--- src/rtl/vector_alu_controller.sv ---
// rtl/vector_alu_controller.sv - sequencing controller for a vector ALU and its register file
//
// Accepts one command at a time over a valid/ready handshake and walks it
// through READ -> EXEC -> WB (arithmetic) or CLR (clear-only).
// Ports:
//   clk, rst_n                       clock, asynchronous active-low reset
//   cmd_valid/cmd_ready              command handshake
//   cmd_op, cmd_clr, cmd_scalar_sel,
//   cmd_scalar, cmd_src_a/b, cmd_dst command fields, captured at handshake
//   abort                            cancel in-flight command (READ/EXEC/CLR)
//   rf_re, rf_raddr_a/b              register-file read port
//   rf_we, rf_waddr                  register-file write port
//   alu_op_sel, alu_scalar_sel,
//   alu_scalar, alu_set, alu_en      ALU controls
//   done, busy, op_count             status
module vector_alu_controller #(
    parameter int BITS   = 8,
    parameter int REG_AW = 3,
    parameter int CNT_W  = 16
) (
    input  logic              clk,
    input  logic              rst_n,
    input  logic              cmd_valid,
    output logic              cmd_ready,
    input  logic [2:0]        cmd_op,
    input  logic              cmd_clr,
    input  logic              cmd_scalar_sel,
    input  logic [BITS-1:0]   cmd_scalar,
    input  logic [REG_AW-1:0] cmd_src_a,
    input  logic [REG_AW-1:0] cmd_src_b,
    input  logic [REG_AW-1:0] cmd_dst,
    input  logic              abort,
    output logic              rf_re,
    output logic [REG_AW-1:0] rf_raddr_a,
    output logic [REG_AW-1:0] rf_raddr_b,
    output logic              rf_we,
    output logic [REG_AW-1:0] rf_waddr,
    output logic [2:0]        alu_op_sel,
    output logic              alu_scalar_sel,
    output logic [BITS-1:0]   alu_scalar,
    output logic              alu_set,
    output logic              alu_en,
    output logic              done,
    output logic              busy,
    output logic [CNT_W-1:0]  op_count
);

    typedef enum logic [2:0] {
        S_IDLE = 3'd0,
        S_READ = 3'd1,
        S_EXEC = 3'd2,
        S_WB   = 3'd3,
        S_CLR  = 3'd4
    } state_t;

    state_t             state_q, state_d;
    logic [2:0]         op_q, op_d;
    logic               scalar_sel_q, scalar_sel_d;
    logic [BITS-1:0]    scalar_q, scalar_d;
    logic [REG_AW-1:0]  src_a_q, src_a_d;
    logic [REG_AW-1:0]  src_b_q, src_b_d;
    logic [REG_AW-1:0]  dst_q, dst_d;
    logic [CNT_W-1:0]   count_q, count_d;

    always_ff @(posedge clk or negedge rst_n) begin
        if (!rst_n) begin
            state_q      <= S_IDLE;
            op_q         <= '0;
            scalar_sel_q <= 1'b0;
            scalar_q     <= '0;
            src_a_q      <= '0;
            src_b_q      <= '0;
            dst_q        <= '0;
            count_q      <= '0;
        end else begin
            state_q      <= state_d;
            op_q         <= op_d;
            scalar_sel_q <= scalar_sel_d;
            scalar_q     <= scalar_d;
            src_a_q      <= src_a_d;
            src_b_q      <= src_b_d;
            dst_q        <= dst_d;
            count_q      <= count_d;
        end
    end

    always_comb begin
        state_d      = state_q;
        op_d         = op_q;
        scalar_sel_d = scalar_sel_q;
        scalar_d     = scalar_q;
        src_a_d      = src_a_q;
        src_b_d      = src_b_q;
        dst_d        = dst_q;
        count_d      = count_q;
        cmd_ready    = 1'b0;
        rf_re        = 1'b0;
        rf_we        = 1'b0;
        alu_en       = 1'b0;
        alu_set      = 1'b0;
        done         = 1'b0;

        case (state_q)
            S_IDLE: begin
                cmd_ready = 1'b1;
                if (cmd_valid) begin
                    op_d         = cmd_op;
                    scalar_sel_d = cmd_scalar_sel;
                    scalar_d     = cmd_scalar;
                    src_a_d      = cmd_src_a;
                    src_b_d      = cmd_src_b;
                    dst_d        = cmd_dst;
                    state_d      = cmd_clr ? S_CLR : S_READ;
                end
            end
            S_READ: begin
                rf_re   = 1'b1;
                state_d = abort ? S_IDLE : S_EXEC;
            end
            S_EXEC: begin
                // An aborted command must not disturb the ALU output register.
                if (abort) begin
                    state_d = S_IDLE;
                end else begin
                    alu_en  = 1'b1;
                    state_d = S_WB;
                end
            end
            S_WB: begin
                // Abort is deliberately ignored here: writeback always completes.
                rf_we   = 1'b1;
                done    = 1'b1;
                count_d = count_q + 1'b1;
                state_d = S_IDLE;
            end
            S_CLR: begin
                if (!abort) begin
                    alu_set = 1'b1;
                    done    = 1'b1;
                    count_d = count_q + 1'b1;
                end
                state_d = S_IDLE;
            end
            default: state_d = S_IDLE;
        endcase
    end

    assign rf_raddr_a     = src_a_q;
    assign rf_raddr_b     = src_b_q;
    assign rf_waddr       = dst_q;
    assign alu_op_sel     = op_q;
    assign alu_scalar_sel = scalar_sel_q;
    assign alu_scalar     = scalar_q;
    assign busy           = (state_q != S_IDLE);
    assign op_count       = count_q;

endmodule

--- config.mk ---
export PLATFORM = sky130hd
export DESIGN_NAME = vector_alu_controller
export DESIGN_NICKNAME = d
export VERILOG_FILES = /design/src/rtl/vector_alu_controller.sv
export SDC_FILE = /design/constraint.sdc
export NUM_CORES = 1
export LEC_CHECK = 0
export ABC_AREA = 1
export CAP_MARGIN = 25
export CELL_PAD_IN_SITES_DETAIL_PLACEMENT = 1
export CELL_PAD_IN_SITES_GLOBAL_PLACEMENT = 2
export CORE_AREA = 2 2 92 94
export CTS_CLUSTER_DIAMETER = 80
export DETAILED_ROUTE_END_ITERATION = 8
export DIE_AREA = 0 0 94 96
export PLACE_DENSITY = 0.89
export SYNTH_ARGS = -nofsm -noshare
export SYNTH_HDL_FRONTEND = slang
export SYNTH_SLANG_ARGS = --single-unit
--- constraint.sdc ---
create_clock -name clk -period 2.6 [get_ports clk]
set_input_delay 0.52 -clock clk [delete_from_list [all_inputs] [get_ports clk]]
set_output_delay 0.52 -clock clk [all_outputs]
set_load 0.005 [all_outputs]
# After elaboration in Yosys (flattened, before gate mapping)
# Cells that the tools add are included.
[totals]
register_bits = 40
word_cells = 34
inputBits = 26
out_inout_bits = 44
[classes]
reduce_logical = 5
add_sub_neg = 1
n_mux = 14
n_eq_ne = 6
[ops]
columns = ["operator", "count"]
rows = [
  ["$pmux 16 s2", 1],
  ["$add 16x1->16 const B", 1],
  ["$mux 16", 1],
  ["$pmux 3 s3", 1],
  ["$eq 3x2->1 const B", 2],
  ["$mux 1", 6],
  ["$mux 3", 2],
  ["$mux 2", 2],
  ["$ne 2x2->1 const B", 2],
  ["$reduce_and 2->1", 2],
  ["$eq 3x1->1 const B", 1],
  ["$eq 3x3->1 const B", 1],
  ["$logic_not 3->1", 1],
  ["$reduce_bool 3->1", 1],
  ["$pmux 1 s2", 1],
  ["$reduce_bool 2->1", 1],
]

# Depth between registers and ports, before layout
# Gate-level depths: netlist of run 1.
[depth]
depth_word = 3
ltp_mapped = 8
mapped_depth_nobuf = 8

# Worst setup path after synthesis of run 1
# Ideal clock, no wire load.
[synth_path]
path_type = "input to output"
start = "input abort"
end = "output done"
path_stages = 4
n_path_buf = 1
t_arrival_ns = 0.938
slack_ns = 1.142
required_time_ns = 2.080
path_cell_list = "nor2_2 -> nand2_2 -> nand2_4 -> buf_8"
[synth_via]
elab_chain_len = 2
[synth_rtl]
columns = ["element", "line_no", "source"]
rows = [
  ["from (decl)", "32", "input logic abort,"],
  ["$mux 1", "137", "if (!abort) begin"],
  ["$pmux 1 s2", "103", "case (state_q)"],
  ["to (decl)", "43", "output logic done,"],
]
# Every way passes these cells.

# Final worst setup path of run 1
# Same ends and word-level chain as after synthesis.

==> results of run 1 <==
## flip-flops by register name (all words and copies together) (netlist names)
register,flops
alu_op_sel,3
state_q,3
rf_waddr,3
op_count,16
rf_raddr_a,3
rf_raddr_b,3
alu_scalar_sel,1
alu_scalar,8
## cell type report
cell class,count,area share (%)
multi-input combinational,165,27.8
clock buffer,7,3.33
tap,105,4.54
timing repair buffer,73,25.2
sequential,40,34.6
inverter,27,3.50
clock inverter,1,1.04
## cell usage in the layout, fill, tap and decap left out, types with 2 or more instances in the layout
master,count
dfrtp_1,40
nand3_2,4
clkbuf_8,7
xnor2_1,6
clkdlybuf4s50_1,68
xor2_1,2
inv_1,25
nand2_2,7
o21ai_0,3
inv_2,2
nand4_1,6
nor3_1,2
nor2_1,12
nor2_2,4
nand3_1,28
nand2_1,85
nor2_4,2
buf_4,3
## worst max-delay path, delay by kind of cell
family	cells	cell delay [ns]
simple gates	3	0.28
buf+inv	2	0.93
## cell families after synthesis
logic type               synth area share, %
AO/OA/AOI/OAI                           1.02
AND/OR/NAND/NOR                         35.7
buffers and inverters                   8.21
XOR/XNOR                                3.56
adder cells (fa/ha/maj)                0.636
flip-flops                              50.9
## power by group
part           leakage (uW)  internal, uW  switching, uW
Sequential         0.000511           828            170
Combinational      0.000776           573            472
Clock             0.0000645           339            217
Total               0.00135          1740            859
## worst max path at each step
stage	to	cells after the start
4_1_cts	done	5
2_1_floorplan	done	4
3_5_place_dp	done	5
3_3_place_gp	done	5
5_1_grt	done	5
6_report	done	5
## per-layer routing
layer	vias up	track usage (%)
met5	-	0
met4	0	3.62
met3	7	3.68
met2	56	22.9
met1	869	14.5
li1	884	-
## stage by stage
stage          cell area, sq um  worst slack (ns)
3_5_place_dp               2750             0.333
2_1_floorplan              1970              1.14
5_1_grt                    2890             0.286
6_report                   2890             0.354
3_3_place_gp               2750             0.351
4_1_cts                    2870             0.329
==> out/metrics.yaml, run 1 <==
worstSkewPairLatency_ns: 0.29
route.met2.wl_um: 2660
cts_hold_repair_buffers: 0
top_routing_layer_in_use: "met4"
sequential_share_of_the_synthesized_area_pct: 50.9
async_flop_share_pct: 100
timing_hold_violations_final: 0
syn_inst: 239
final.period_utilization_pct: 86.4
timing_max_transition_violations_final: 0
max-clock-path-buffers: 2
initial_core_utilization_pct: 24.4
stdcell_count: 418
avgSynthCellArea_sq_um: 8.23
worst-slew-pin-transition_ns: 0.509
grt_use_total_pct: 12.6
arrival_ns: 1.73
ys_seq_elements: 40
p_per_area_nw_per_um2: 898
dominantRegCellSynth: "dfrtp_1"
dieWidth_um: 94
clock_tree.root_cell: "clkbuf_8"
dp.cells: 409
pin_count: 70
buffer_ports.inserted: 69
clkTransAtPathRegs_ns: 0.08
syn_to_final_growth_pct: 47.1
routed_wire_length_um: 5280
routed_via_density: 4.34
dr_total_vias: 1816
synth_enable_flop_cells: 0
grt_pass1_vias: 1931
synth.top_cell.area_share_pct: 50.9
final_nets: 339
critPathKind: "primary input to output port"
worstSetupStartpoint: "abort"
post_layout_total_power_uw: 2600
fill_cells: 976
cp_common_cell: "clkdlybuf4s50_1"
cts.htree.levels: 2
fin_util_pct: 35.9
design.die.area_sq_um: 9020
multiInputGateArea_sq_um: 805
num_rows: 33
grt_start_max_net_pins: 41
wl_met1_um: 2230
dp_hpwl_um: 3940
timing.critical_path.cells: "clkdlybuf4s50_1, nor2_2, nand2_2, nand2_4, clkdlybuf4s50_1"
fin_tns_setup_ns: 0
post_synth_instance_area_sq_um: 1970
slew_headroom_pct: 66.0
area_used_by_sequential_logic_in_the_layout_sq_um: 1000
antenna_violations_before_repair: 0
setup_violation_total_in_the_final_timing_report: 0
yosys_warnings: 0
timing.critical_path.from_type: "primary input"
drive_gt1_share_pct: 10.5
yosysMostFrequentCell: "nand2_1"
worst_path_max_delay_cell: "clkdlybuf4s50_1"
drt-pass1-iter-count: 4
chipHeight_um: 96
synth_cell_type_count: 23
cpPeakStageDelay_ns: 0.50
critPathCaptureType: "output port"
diodes_inserted: 0
fin_hold_ws_ns: 0.0931
yosys-top-cells-count: "85 x nand2_1, 40 x dfrtp_1, 28 x nand3_1"
detailedRoute.firstIterationViolations: 35
postCtsSetupBuffers: 0
skew_ns: 0.00402
synth_top_cell_by_area: "dfrtp_1"
irDropWorstVdd_uv: 318
r2r_setup_slack_ns: 0.97
globalRouteOverflowTotal: 0
holdCritPathClass: "primary input to async pin"
synth.area.top_cells: "dfrtp_1 51%, nand2_1 16%, nand3_1 7.1%, inv_1 4.8%, xnor2_1 2.7%"
drt.antenna.violating_nets: 0
critPathRequiredTime_ns: 2.08
r2r_cells: 7
leakagePower_uw: 0.00135
dr_wl_met3_um: 324
post_cts.resized_instances: 0
max_cap_viol_count: 0
grt_first_pass_wirelength_um: 8880
critPathMaxFanout: 2
place_congestion: 0.764
grt_setup_unrepaired: "false"
cts_inserted_buffers: 5
clock.fmax_mhz: 445
postSynthNetCount: 266
clock_sinks: 40
routed_wire_length_per_instance_um: 12.6
core-area_sq_um: 8050
run_status: "finished, final reports clean"
timing.final.crit_period_ns: 2.25
reg2reg_to: "rf_raddr_a[2]$_DFFE_PN0P_"
r2r_start: "state_q[1]$_DFFE_PN0P_"
drcViolationCount: 0
tritoncts: "built"
Power figures use the tool's default switching activity.
==> run 2, diff against run 1 <==
- PLACE_DENSITY: 0.89 -> 0.76
- REMOVE_ABC_BUFFERS: unset -> 1
==> run 2 against run 1 <==
Net effect:
- via count is 2.6% lower
- first-iteration DRC count is 54% lower
- routed wire length rose by 1.6%
- critical path depth stayed put
- highest routed layer unchanged
- sequential share of layout area up 0.38 points
- register-to-register slack got worse by 0.02 ns
- combinational power hardly changed
- total power fell by 1.7%
- die area is the same
- sequential power down 1%
- critical endpoint unchanged
- design area is 1.1% lower
==> out/metrics.yaml, run 2 (synthesized netlist as in run 1, its figures left out) <==
multiInputGateArea_sq_um: 805  # unchanged
timing_hold_violations_final: 0  # unchanged
post_layout_total_power_uw: 2550  # -1.7%
reg2reg_to: "alu_scalar[7]$_DFFE_PN0P_"
dr_total_vias: 1768  # -2.6%
arrival_ns: 1.75  # +0.02 ns
fill_cells: 969  # -0.72%
grt_start_max_net_pins: 23  # -44%
num_rows: 33  # unchanged
setup_violation_total_in_the_final_timing_report: 0  # unchanged
clock_sinks: 40  # unchanged
tritoncts: "built"
grt_pass1_vias: 1854  # -4.0%
globalRouteOverflowTotal: 0  # unchanged
pin_count: 70  # unchanged
fin_tns_setup_ns: 0  # unchanged
buffer_ports.inserted: 69  # unchanged
syn_to_final_growth_pct: 45.5
critPathRequiredTime_ns: 2.08  # about the same
clkTransAtPathRegs_ns: 0.09  # about the same
max_cap_viol_count: 0  # unchanged
largest_register_ff_count: 16  # unchanged
antenna_violations_before_repair: 0  # unchanged
diodes_inserted: 0  # unchanged
worst-slew-pin-transition_ns: 0.480  # -0.0290 ns
chipHeight_um: 96  # unchanged
clock_tree.root_cell: "clkbuf_8"
dp_hpwl_um: 3920  # -0.45%
critPathKind: "primary input to output port"
initial_core_utilization_pct: 24.4  # unchanged
grt_first_pass_wirelength_um: 8950  # +0.78%
r2r_cells: 7  # unchanged
routed_wire_length_per_instance_um: 12.8  # +1.6%
run_status: "finished, final reports clean"
detailedRoute.firstIterationViolations: 16  # -54%
critPathMaxFanout: 2  # unchanged
cts_hold_repair_buffers: 0  # unchanged
holdCritPathClass: "primary input to async pin"
clock.fmax_mhz: 440  # -1.1%
timing.critical_path.from_type: "primary input"
max-clock-path-buffers: 2  # unchanged
skew_ns: 0.00863  # +0.00462 ns
place_congestion: 0.725  # -5.1%
irDropWorstVdd_uv: 457  # +44%
routed_wire_length_um: 5360  # +1.6%
drive_gt1_share_pct: 10.2  # -0.32 points
r2r_setup_slack_ns: 0.95  # -0.02 ns
postCtsSetupBuffers: 0  # unchanged
final.period_utilization_pct: 87.4  # +0.97 points
cts_inserted_buffers: 5  # unchanged
routed_via_density: 4.23  # -2.6%
drt.antenna.violating_nets: 0  # unchanged
fin_hold_ws_ns: 0.172  # +0.0789 ns
slew_headroom_pct: 68.0  # +2.0 points
core-area_sq_um: 8050  # unchanged
post_cts.resized_instances: 0  # unchanged
drt-pass1-iter-count: 3  # -1
cts.htree.levels: 2  # unchanged
final_cell_mix: "85 x nand2_1, 68 x clkdlybuf4s50_1, 40 x dfrtp_1"
grt_use_total_pct: 12.8  # +0.20 points
r2r_start: "state_q[0]$_DFFE_PN0P_"
design.die.area_sq_um: 9020  # unchanged
dieWidth_um: 94  # unchanged
timing_max_transition_violations_final: 0  # unchanged
area_used_by_sequential_logic_in_the_layout_sq_um: 1000  # unchanged
p_per_area_nw_per_um2: 893  # -0.63%
drcViolationCount: 0  # unchanged
layout_commonest_cell: "nand2_1"
grt_setup_unrepaired: "false"
timing.final.crit_period_ns: 2.27  # +0.0253 ns
final_nets: 339  # unchanged
worstSkewPairLatency_ns: 0.29  # about the same
leakagePower_uw: 0.00134  # -1.0%
critPathCaptureType: "output port"
==> run 2: changes by cell type in the layout (fill, tap and decap cells not counted), sizes merged <==
cell and delta:
clkbuf -1, clkinv +1
==> run 2: how the worst max path moves through the flow <==
stage	slack, ns	from	end	cells past startpoint
floorplan	1.23	abort	done	3
global placement	0.36	abort	done	5
detailed placement	0.34	abort	done	5
CTS	0.33	abort	done	5
global route	0.23	abort	done	5
finish	0.33	abort	done	5
==> run 2: critical path: stages <==
cell,delay [ns]
clkdlybuf4s50_1,0.44
nor2_2,0.13
nand2_2,0.09
nand2_4,0.07
clkdlybuf4s50_1,0.49
==> run 2: cell type report <==
| class | instances | share of cell area, % |
|---|---|---|
| repair buffers | 73 | 25.0 |
| clock buffers | 6 | 2.54 |
| flip-flops and latches | 40 | 35.0 |
| multi-input cells | 165 | 28.1 |
| clock inverters | 2 | 1.22 |
| inverters | 27 | 3.54 |
| well taps | 105 | 4.59 |
==> run 2: power breakdown <==
| group | internal, uW | switching, uW | total (uW) |
|---|---|---|---|
| Combinational | 570 | 479 | 1050 |
| Sequential | 828 | 160 | 988 |
| Clock | 285 | 231 | 516 |
| Total | 1680 | 870 | 2550 |
==> run 2: routing by layer <==
layer	share of wire (%)	track usage, %	vias up
li1	-	-	886
met1	45	15.2	818
met2	44	20.5	59
met3	9.8	6.34	5
met4	1.0	3.99	0
met5	0	0	-
==> run 2: through the flow <==
stage               setup WS [ns]  cells  area, sq um  utilization, %
detailed placement          0.337    410         2750            34.2
global route                0.233    418         2860            35.5
global placement            0.357    410         2750            34.2
CTS                         0.333    418         2860            35.5
finish                      0.328    418         2860            35.5
floorplan                    1.23    232         1910               -
==> run 3, diff against run 2 <==
- SLEW_MARGIN: unset -> 10
==> results of run 3 <==
The final DEF is identical to that of run 2; final timing and power are the same.
